<file path="src/rtl/psram_rd_fetch.sv">
// psram_rd_fetch: splits a read request into fixed-length PSRAM read bursts and
// streams the returned beats out of a first-word-fall-through FIFO. Rev 1.0
`default_nettype none

module psram_rd_fetch #(
  parameter int BURST_LEN = 16,
  parameter int ADDR_INC  = 32,
  parameter int FIFO_AW   = 6
) (
  input  logic               psramclk,
  input  logic               rst_psclk,
  input  logic               start,
  input  logic [22:0]        start_addr,
  input  logic [15:0]        num_bursts,
  output logic               busy,
  output logic               done,
  output logic               err,
  output logic               cmd,
  output logic               cmd_en,
  output logic [22:0]        addr,
  input  logic               cmd_ready,
  output logic [31:0]        wdata,
  output logic [3:0]         mask,
  input  logic [31:0]        rdata,
  input  logic               rvalid,
  output logic [31:0]        out_data,
  output logic               out_valid,
  input  logic               out_ready,
  output logic [FIFO_AW:0]   fifo_level
);

  localparam int                 DEPTH         = 1 << FIFO_AW;
  localparam int                 BEAT_W        = $clog2(BURST_LEN + 1);
  localparam logic [FIFO_AW:0]   LEVEL_REQ_MAX = (FIFO_AW + 1)'(DEPTH - BURST_LEN);
  localparam logic [BEAT_W-1:0]  LAST_BEAT     = BEAT_W'(BURST_LEN - 1);
  localparam logic [22:0]        ADDR_STEP     = 23'(ADDR_INC);

  typedef enum logic [2:0] {
    S_IDLE  = 3'd0,
    S_SPACE = 3'd1,
    S_REQ   = 3'd2,
    S_DATA  = 3'd3,
    S_FIN   = 3'd4
  } state_t;

  state_t              state_q, state_d;
  logic [22:0]         addr_q, addr_d;
  logic [15:0]         remaining_q, remaining_d;
  logic [BEAT_W-1:0]   beat_q, beat_d;
  logic                err_q, err_d;

  logic [FIFO_AW-1:0]  wr_ptr_q, rd_ptr_q;
  logic [FIFO_AW:0]    level_q;
  logic [31:0]         mem_q [DEPTH];
  logic                push;
  logic                pop;

  always_comb begin
    state_d     = state_q;
    addr_d      = addr_q;
    remaining_d = remaining_q;
    beat_d      = beat_q;
    err_d       = err_q;
    push        = 1'b0;

    // Beats arriving with no outstanding command are dropped and flagged.
    if (rvalid && (state_q != S_DATA)) begin
      err_d = 1'b1;
    end

    case (state_q)
      S_IDLE: begin
        if (start) begin
          err_d = 1'b0;
          if (num_bursts != 16'd0) begin
            addr_d      = start_addr;
            remaining_d = num_bursts;
            state_d     = S_SPACE;
          end else begin
            state_d = S_FIN;
          end
        end
      end
      S_SPACE: begin
        if (level_q <= LEVEL_REQ_MAX) begin
          state_d = S_REQ;
        end
      end
      S_REQ: begin
        if (cmd_ready) begin
          state_d = S_DATA;
        end
      end
      S_DATA: begin
        if (rvalid) begin
          push = 1'b1;
          if (beat_q == LAST_BEAT) begin
            beat_d      = '0;
            remaining_d = remaining_q - 16'd1;
            addr_d      = addr_q + ADDR_STEP;
            state_d     = (remaining_q != 16'd1) ? S_SPACE : S_FIN;
          end else begin
            beat_d = beat_q + BEAT_W'(1);
          end
        end
      end
      S_FIN:   state_d = S_IDLE;
      default: state_d = S_IDLE;
    endcase
  end

  always_ff @(posedge psramclk or posedge rst_psclk) begin
    if (rst_psclk) begin
      state_q     <= S_IDLE;
      addr_q      <= '0;
      remaining_q <= '0;
      beat_q      <= '0;
      err_q       <= 1'b0;
    end else begin
      state_q     <= state_d;
      addr_q      <= addr_d;
      remaining_q <= remaining_d;
      beat_q      <= beat_d;
      err_q       <= err_d;
    end
  end

  assign out_valid = (level_q != '0);
  assign pop       = out_valid && out_ready;

  always_ff @(posedge psramclk or posedge rst_psclk) begin
    if (rst_psclk) begin
      wr_ptr_q <= '0;
      rd_ptr_q <= '0;
      level_q  <= '0;
    end else begin
      if (push) begin
        wr_ptr_q <= wr_ptr_q + FIFO_AW'(1);
      end
      if (pop) begin
        rd_ptr_q <= rd_ptr_q + FIFO_AW'(1);
      end
      case ({push, pop})
        2'b10:   level_q <= level_q + (FIFO_AW + 1)'(1);
        2'b01:   level_q <= level_q - (FIFO_AW + 1)'(1);
        default: level_q <= level_q;
      endcase
    end
  end

  // Storage carries no reset; the pointers alone define what is valid.
  always_ff @(posedge psramclk) begin
    if (push) begin
      mem_q[wr_ptr_q] <= rdata;
    end
  end

  assign out_data   = mem_q[rd_ptr_q];
  assign fifo_level = level_q;
  assign busy       = (state_q == S_SPACE) || (state_q == S_REQ) || (state_q == S_DATA);
  assign done       = (state_q == S_FIN);
  assign cmd_en     = (state_q == S_REQ);
  assign addr       = addr_q;
  assign err        = err_q;
  assign cmd        = 1'b0;
  assign wdata      = 32'd0;
  assign mask       = 4'd0;

endmodule

`default_nettype wire

</file>
<file path="config.mk">
export PLATFORM = sky130hd
export DESIGN_NAME = psram_rd_fetch
export DESIGN_NICKNAME = d
export VERILOG_FILES = /design/src/rtl/psram_rd_fetch.sv
export SDC_FILE = /design/constraint.sdc
export NUM_CORES = 2
export LEC_CHECK = 0
export CAP_MARGIN = 30
export CELL_PAD_IN_SITES_DETAIL_PLACEMENT = 0
export CELL_PAD_IN_SITES_GLOBAL_PLACEMENT = 1
export CORE_UTILIZATION = 45
export CTS_BUF_LIST = sky130_fd_sc_hd__clkbuf_2 sky130_fd_sc_hd__clkbuf_4 sky130_fd_sc_hd__clkbuf_8
export DETAILED_ROUTE_END_ITERATION = 8
export PLACE_DENSITY = 0.64
export SYNTH_ARGS = -nofsm -noshare
export SYNTH_HDL_FRONTEND = slang
export SYNTH_SLANG_ARGS = --single-unit
</file>
<file path="constraint.sdc">
create_clock -name psramclk -period 9.6 [get_ports psramclk]
set_input_delay 1.44 -clock psramclk [delete_from_list [all_inputs] [get_ports psramclk]]
set_output_delay 1.44 -clock psramclk [all_outputs]
set_load 0.01 [all_outputs]
</file>
# --- After elaboration in Yosys (flattened, before gate mapping) ---
# Memories as Yosys holds them, arrays and structs flattened.
# Cells that the tools add are included.
totals:
  ram_bits: 2048
  word_cells: 71
  output_inout_bits: 104
  inputBits: 77
  n_memories: 1
  ff_bits: 67
memory_table:
  columns: ["memory", "depth", "width", "read_ports", "rd_clocked_by_memory_dff", "wr", "line_no", "text"]
  rows:
  - ["mem_q", 64, 32, 1, 0, 1, "54", "logic [31:0] mem_q [DEPTH];"]
op_classes:
  n_reduce_logical: 12
  n_lt_le_gt_ge: 1
  addsub: 7
  n_eq_ne: 15
  muxes: 27
ops:
  columns: ["op", "count"]
  rows:
  - ["2-to-1 mux 23 bit", 4]
  - ["2-to-1 mux 16 bit", 4]
  - ["one-hot mux 23 bit (2 select lines)", 1]
  - ["one-hot mux 16 bit (2 select lines)", 1]
  - ["adder 23 x 6 -> 23 bit (second input constant)", 1]
  - ["2-to-1 mux 3 bit", 7]
  - ["inequality test 16 x 1 -> 1 bit (second input constant)", 1]
  - ["nonzero test 16 bit", 1]
  - ["subtractor 16 x 1 -> 16 bit (second input constant)", 1]
  - ["one-hot mux 7 bit (2 select lines)", 1]
  - ["adder 6 x 1 -> 6 bit (second input constant)", 2]
  - ["one-hot mux 3 bit (4 select lines)", 1]
  - ["inequality test 2 bit (second input constant)", 5]
  - ["AND reduction 5 bit", 2]
  - ["adder 7 x 1 -> 7 bit (second input constant)", 1]
  - ["<= comparator 7 x 6 -> 1 bit (second input constant)", 1]
  - ["2-to-1 mux 1 bit", 7]
  - ["nonzero test 7 bit", 1]
  - ["subtractor 7 x 1 -> 7 bit (second input constant)", 1]
  - ["== test 3 x 2 -> 1 bit (second input constant)", 2]
  - ["adder 5 x 1 -> 5 bit (second input constant)", 1]
  - ["== test 5 x 4 -> 1 bit (second input constant)", 1]
  - ["2-to-1 mux 5 bit", 1]
  - ["nonzero test 2 bit", 2]
  - ["10 further kinds", 12]

# --- Depth between registers and ports, before layout ---
logic_depth:
  ltp_word: 5
  mapped_depth: 13
  mapped_depth_nobuf: 12

# --- Worst setup path before layout ---
# OpenSTA, ideal clock, no wires.
synth_timing:
  path_type: "in2reg"
  startpoint: "input port rvalid"
  endpoint: "memory mem_q[59][0], enable pin"
  setup_time_ps: 421
  arrival_ps: 3444
  required_time_ps: 9179
  path_buffers: 0
  setup_slack_ps: 5735
  stages: 4
  path_cell_list: "nand2_1 -> nor2_1 -> nand3_1 -> nor2_1"
synth_between:
  elab_chain_cells: 4
synth_lines:
  columns: ["element", "line_no", "text"]
  rows:
  - ["start, declared", "25", "input logic rvalid,"]
  - ["2-to-1 mux 1 bit", "95", "if (rvalid) begin"]
  - ["2-to-1 mux 1 bit", "71", "case (state_q)"]
  - ["2-to-1 mux 1 bit", "153", "if (push) begin"]
  - ["2-to-1 mux 1 bit (implied by the code)", "154", "mem_q[wr_ptr_q] <= rdata;"]
  - ["end, declared", "54", null]
# No other way between the ends.

# --- Worst setup path in the final report ---
layout_timing:
  startpoint: "register rd_ptr_q[1]"
  endpoint: "output port out_data[0]"
layout_between:
  elab_chain_cells: 1
layout_lines:
  columns: ["element", "line_no", "text"]
  rows:
  - ["start, declared", "52", "logic [FIFO_AW-1:0] wr_ptr_q, rd_ptr_q;"]
  - ["start signal, assigned", "141", "rd_ptr_q <= rd_ptr_q + FIFO_AW'(1);"]
  - ["memory (64 x 32 bit)", null, null]
  - ["end, declared", "26", "output logic [31:0] out_data,"]
# No other way between the ends.

==> results.md <==
- Of the available clock period, the critical path in the final layout requires 0.734.
- The clock drives about 2100 sinks.
- After synthesis the cells add up to 0.0826 mm^2.
- The placeable core region is 0.182 mm^2.
- The count of maximum capacitance violations is 0.
- The half-perimeter wire length after placement is 125000 um.
- The instance count of the mapped netlist is ~4000.
- Across the whole layout, storage elements account for 0.0632 mm^2.
- Setup repair after global routing left no endpoint under its margin.
- Counting the buffers created by CTS gives 357.
- The worst setup path is launched from a flip-flop.
- The number of distinct standard cells referenced by the synthesized netlist is between 60 and 70.
- 181 I/O pins were placed.
- The average wire length per cell after detail routing is 33.5 um.
- Summed over all cells, the static leakage comes to between 30 and 40 nW.
- Yosys printed 0 warnings.
- In this run, synthesis produced a sequential element count of 2115.
- The post-CTS setup repair buffer count is 0.
- The final weighted congestion of routability-driven global placement is 0.779.
- The initial DRC count is 4901.
- The per-instance average area after synthesis is 21.1 um^2.
- Summing all multi-input logic gate instances after layout gives 0.0185 mm^2.
- The number of pins with negative max-slew slack in the final report came to 0.
- The number of global-route vias before repair is approximately 42000.
- In the synthesized netlist the dominant register cell turns out to be sky130_fd_sc_hd__edfxtp_1.
- The area enclosed by the die boundary is 0.185 mm^2.
- The final critical-path required period is just over 7000 ps.
- In the final layout, the share of cells above drive strength 1 is 0.282.
- The number of hold violations in the final report came to 0.
- At the pin with the least slew margin, the transition time is 1030 ps.
- The wire length of the first global-routing pass is between 300000 and 400000 um.
- The sort of element at the end of the critical path is an output pin.
- Across the VDD grid, the largest voltage drop is 0.288 mV.
- On the final layout, the worst clock skew is between 100 and 150 ps.
- The die height is 430 um.
- The power density over cell area is 282 mW/mm^2.
- The initial antenna violation count was 14.
- The H-tree depth reported by CTS is 5.
- The number of nets in the layout is 4435.
- The critical path in this run is classified as flip-flop to output pin.
- The width of the die is 430 um.
- The total of cells resized after clock tree synthesis is 0.
- The first detailed-routing pass ran for 5 iterations.
- The total wire length after detailed routing is 233000 um.
- The run finished with clean final reports.
- The DRC violation count after routing is 0.
- STA puts the critical path data required time at ~8200 ps.
- After detailed placement, the total cell area comes to 0.0873 mm^2.
- The signed area change from the synthesized netlist to the final layout is 14.2%.
- The final route contains 42300 vias.
- The final cell area excluding filler cells is around 0.094 mm^2.
- Summed over all layers, the global routing overflow is 0.
- The number of fill cells is roughly 15000.
- The worst hold path belongs to the class flip-flop to flip-flop.
- The detail route stage leaves a number of antenna-violating nets equal to 0.
- After floorplanning, the core was divided into 156 placement rows.
- For this run, the register share of the synthesized area comes to 0.765.
- Of all nets on the critical path, the largest fanout is 110.
- The worst max-slew margin expressed relative to the limit is 0.312.
- The global-route usage over all layers is 0.253.
- Entering global routing, the biggest net connects around 130 pins.
- For this configuration, the core starts out at a cell density of 0.455.
- Setup violations remaining at the end of the flow were counted as 0.
- Counting flops with a built-in enable in the synthesized netlist gives ~2000.
- The clock-pin slew on the worst setup and hold paths is 60 ps.
- TritonCTS built the clock tree.
- The count of port buffers added during placement is 143.
- The clock tree root driver cell is sky130_fd_sc_hd__clkbuf_8.
- The source-to-sink clock delay at the later pin of the worst-skew pair is between 1000 and 1500 ps.
- The buffer levels on the longest clock path is 4.
- The maximum achievable frequency is ~140 MHz.
- The final setup TNS is 0 ps.
- Hold repair after CTS inserted 0 buffers.
- In the routed layout, each cell is associated on average with a via count of 6.07.
- For the worst setup path, the data arrival time is between 5000 and 6000 ps.
- Of all flip-flops after synthesis, the portion carrying an async set or reset was 0.0317.
## worst max-delay path, cell delays in order (launching register included)
cell and delay (ps):
sky130_fd_sc_hd__dfrtp_4 510, sky130_fd_sc_hd__buf_12 550, sky130_fd_sc_hd__buf_4 760, sky130_fd_sc_hd__mux4_2 400, sky130_fd_sc_hd__mux4_2 520, sky130_fd_sc_hd__o21ai_0 550
sky130_fd_sc_hd__o21ai_0 450, sky130_fd_sc_hd__clkdlybuf4s50_1 600
## report_power, final
group,internal [mW],switching [mW],total (mW)
Combinational,3.47,4.62,8.09
Sequential,10.5,0.324,10.9
Clock,4.14,3.51,7.66
Total,18.2,8.46,26.6
## synthesized netlist by cell type, types with 4 or more instances
| library cell | number | area, um^2 |
|---|---|---|
| sky130_fd_sc_hd__nor2_1 | 136 | 510 |
| sky130_fd_sc_hd__a211oi_1 | 20 | 150 |
| sky130_fd_sc_hd__buf_4 | 72 | 541 |
| sky130_fd_sc_hd__nand3b_1 | 5 | 37.5 |
| sky130_fd_sc_hd__a21oi_1 | 100 | 500 |
| sky130_fd_sc_hd__mux2i_1 | 237 | 2370 |
| sky130_fd_sc_hd__buf_6 | 30 | 338 |
| sky130_fd_sc_hd__o211ai_1 | 9 | 67.6 |
| sky130_fd_sc_hd__and3_1 | 10 | 62.6 |
| sky130_fd_sc_hd__nand3_1 | 37 | 185 |
| sky130_fd_sc_hd__nor2b_1 | 10 | 62.6 |
| sky130_fd_sc_hd__nand2_1 | 80 | 300 |
| sky130_fd_sc_hd__xnor2_1 | 12 | 105 |
| sky130_fd_sc_hd__mux2_2 | 26 | 293 |
| sky130_fd_sc_hd__dfrtp_1 | 67 | 1680 |
| sky130_fd_sc_hd__o22ai_1 | 39 | 244 |
| sky130_fd_sc_hd__buf_1 | 15 | 56.3 |
| sky130_fd_sc_hd__o21ai_0 | 115 | 576 |
| sky130_fd_sc_hd__a31oi_1 | 7 | 43.8 |
| sky130_fd_sc_hd__edfxtp_1 | 2048 | 61500 |
| sky130_fd_sc_hd__clkbuf_1 | 92 | 345 |
| sky130_fd_sc_hd__xor2_1 | 5 | 43.8 |
| sky130_fd_sc_hd__nor4_1 | 8 | 50.1 |
| sky130_fd_sc_hd__and2_1 | 4 | 25.0 |
| sky130_fd_sc_hd__o21ai_1 | 6 | 30.0 |
| sky130_fd_sc_hd__o221ai_1 | 42 | 368 |
| sky130_fd_sc_hd__inv_1 | 12 | 45.0 |
| sky130_fd_sc_hd__or3_1 | 6 | 37.5 |
| sky130_fd_sc_hd__buf_2 | 45 | 225 |
| sky130_fd_sc_hd__a221oi_1 | 26 | 228 |
| sky130_fd_sc_hd__o31ai_1 | 4 | 30.0 |
| sky130_fd_sc_hd__mux4_2 | 471 | 10600 |
| sky130_fd_sc_hd__ha_1 | 12 | 150 |
| sky130_fd_sc_hd__a22oi_1 | 24 | 180 |
| sky130_fd_sc_hd__a2111oi_0 | 7 | 61.3 |
| sky130_fd_sc_hd__o22a_1 | 4 | 35.0 |
| sky130_fd_sc_hd__nor3_1 | 14 | 70.1 |
## placed cells by master, fill, tap and decap left out, types with 24 or more instances in the layout
master                            instances
sky130_fd_sc_hd__clkdlybuf4s50_1        111
sky130_fd_sc_hd__a21oi_1                100
sky130_fd_sc_hd__clkinv_1                75
sky130_fd_sc_hd__clkinv_2                29
sky130_fd_sc_hd__mux2_2                  26
sky130_fd_sc_hd__o21ai_0                114
sky130_fd_sc_hd__buf_2                   32
sky130_fd_sc_hd__mux4_2                 471
sky130_fd_sc_hd__o221ai_1                42
sky130_fd_sc_hd__nor2_4                  64
sky130_fd_sc_hd__a221oi_1                26
sky130_fd_sc_hd__clkbuf_8               369
sky130_fd_sc_hd__buf_12                  37
sky130_fd_sc_hd__nand3_1                 36
sky130_fd_sc_hd__dfrtp_1                 61
sky130_fd_sc_hd__nand2_1                 80
sky130_fd_sc_hd__clkbuf_4               122
sky130_fd_sc_hd__edfxtp_1              2048
sky130_fd_sc_hd__conb_1                  37
sky130_fd_sc_hd__o22ai_1                 39
sky130_fd_sc_hd__nor2_1                  72
sky130_fd_sc_hd__mux2i_1                237
sky130_fd_sc_hd__a22oi_1                 24
sky130_fd_sc_hd__buf_4                  107
## through the flow
stage / setup WS (ps) / utilization / cells / hold WS (ps) / power, mW
after detailed placement: 3560 / 0.481 / 6340 / 475 / 19.2
after CTS: 2420 / 0.518 / 6946 / 485 / 26.9
after global routing: 2300 / 0.519 / 6963 / 501 / 27.7
final: 2560 / 0.519 / 6965 / 479 / 26.6
after global placement: 3540 / 0.479 / 6319 / 462 / 19.2
after floorplan: 5730 / - / 3947 / 459 / 16.2
## worst paths after layout
path	from	to	slack [ps]	cells after the start
max in group asynchronous	rst_psclk	addr[13]$_DFFE_PP0P_	8170	4
worst max register to register	state_q[1]$_DFFE_PP0P_	mem_q[26][10]$_DFFE_PP_	5030	7
min in group asynchronous	rst_psclk	wr_ptr_q[5]$_DFFE_PP0P_	780	3
worst max-delay path	rd_ptr_q[1]$_DFFE_PP0P_	out_data[0]	2560	7
worst min-delay path	addr[4]$_DFFE_PP0P_	addr[4]$_DFFE_PP0P_	480	2
worst min register to register	addr[4]$_DFFE_PP0P_	addr[4]$_DFFE_PP0P_	480	2
## per-layer routing
layer / vias up / routed length [um] / global-route usage
met5: - / 69 / 0
met4: 10 / 7240 / 0.0813
met3: 413 / 18900 / 0.0554
met2: 1843 / 111000 / 0.396
met1: 22800 / 96700 / 0.355
li1: 17200 / - / -
## sequential cells by signal, summed over array words and instances (netlist names)
| name | cells |
|---|---|
| fifo_level | 7 |
| rd_ptr_q | 6 |
| beat_q | 5 |
| addr | 23 |
| wr_ptr_q | 6 |
| mem_q | 2048 |
| state_q | 3 |
| remaining_q | 16 |
| err | 1 |
## cell families after synthesis
group           count (synthesis)  synth area share
xor+xnor                       17           0.00180
buf+inv                       269            0.0189
mux                           734             0.161
compound gates                429            0.0331
other cells                     1         0.0000454
flops                        2115             0.765
simple gates                  333            0.0183
fa+ha+maj                      13           0.00206
## area by class of cell
| cell class | count | area share |
|---|---|---|
| Multi-Input combinational cell | 1563 | 0.196 |
| Clock inverter | 115 | 0.00675 |
| Tap cell | 2370 | 0.0315 |
| Antenna cell | 3 | 0.0000796 |
| Inverter | 15 | 0.000610 |
| Clock buffer | 491 | 0.0636 |
| Sequential cell | 2115 | 0.670 |
| Timing Repair Buffer | 293 | 0.0313 |
No activity file was read; power rests on OpenSTA's default activity.
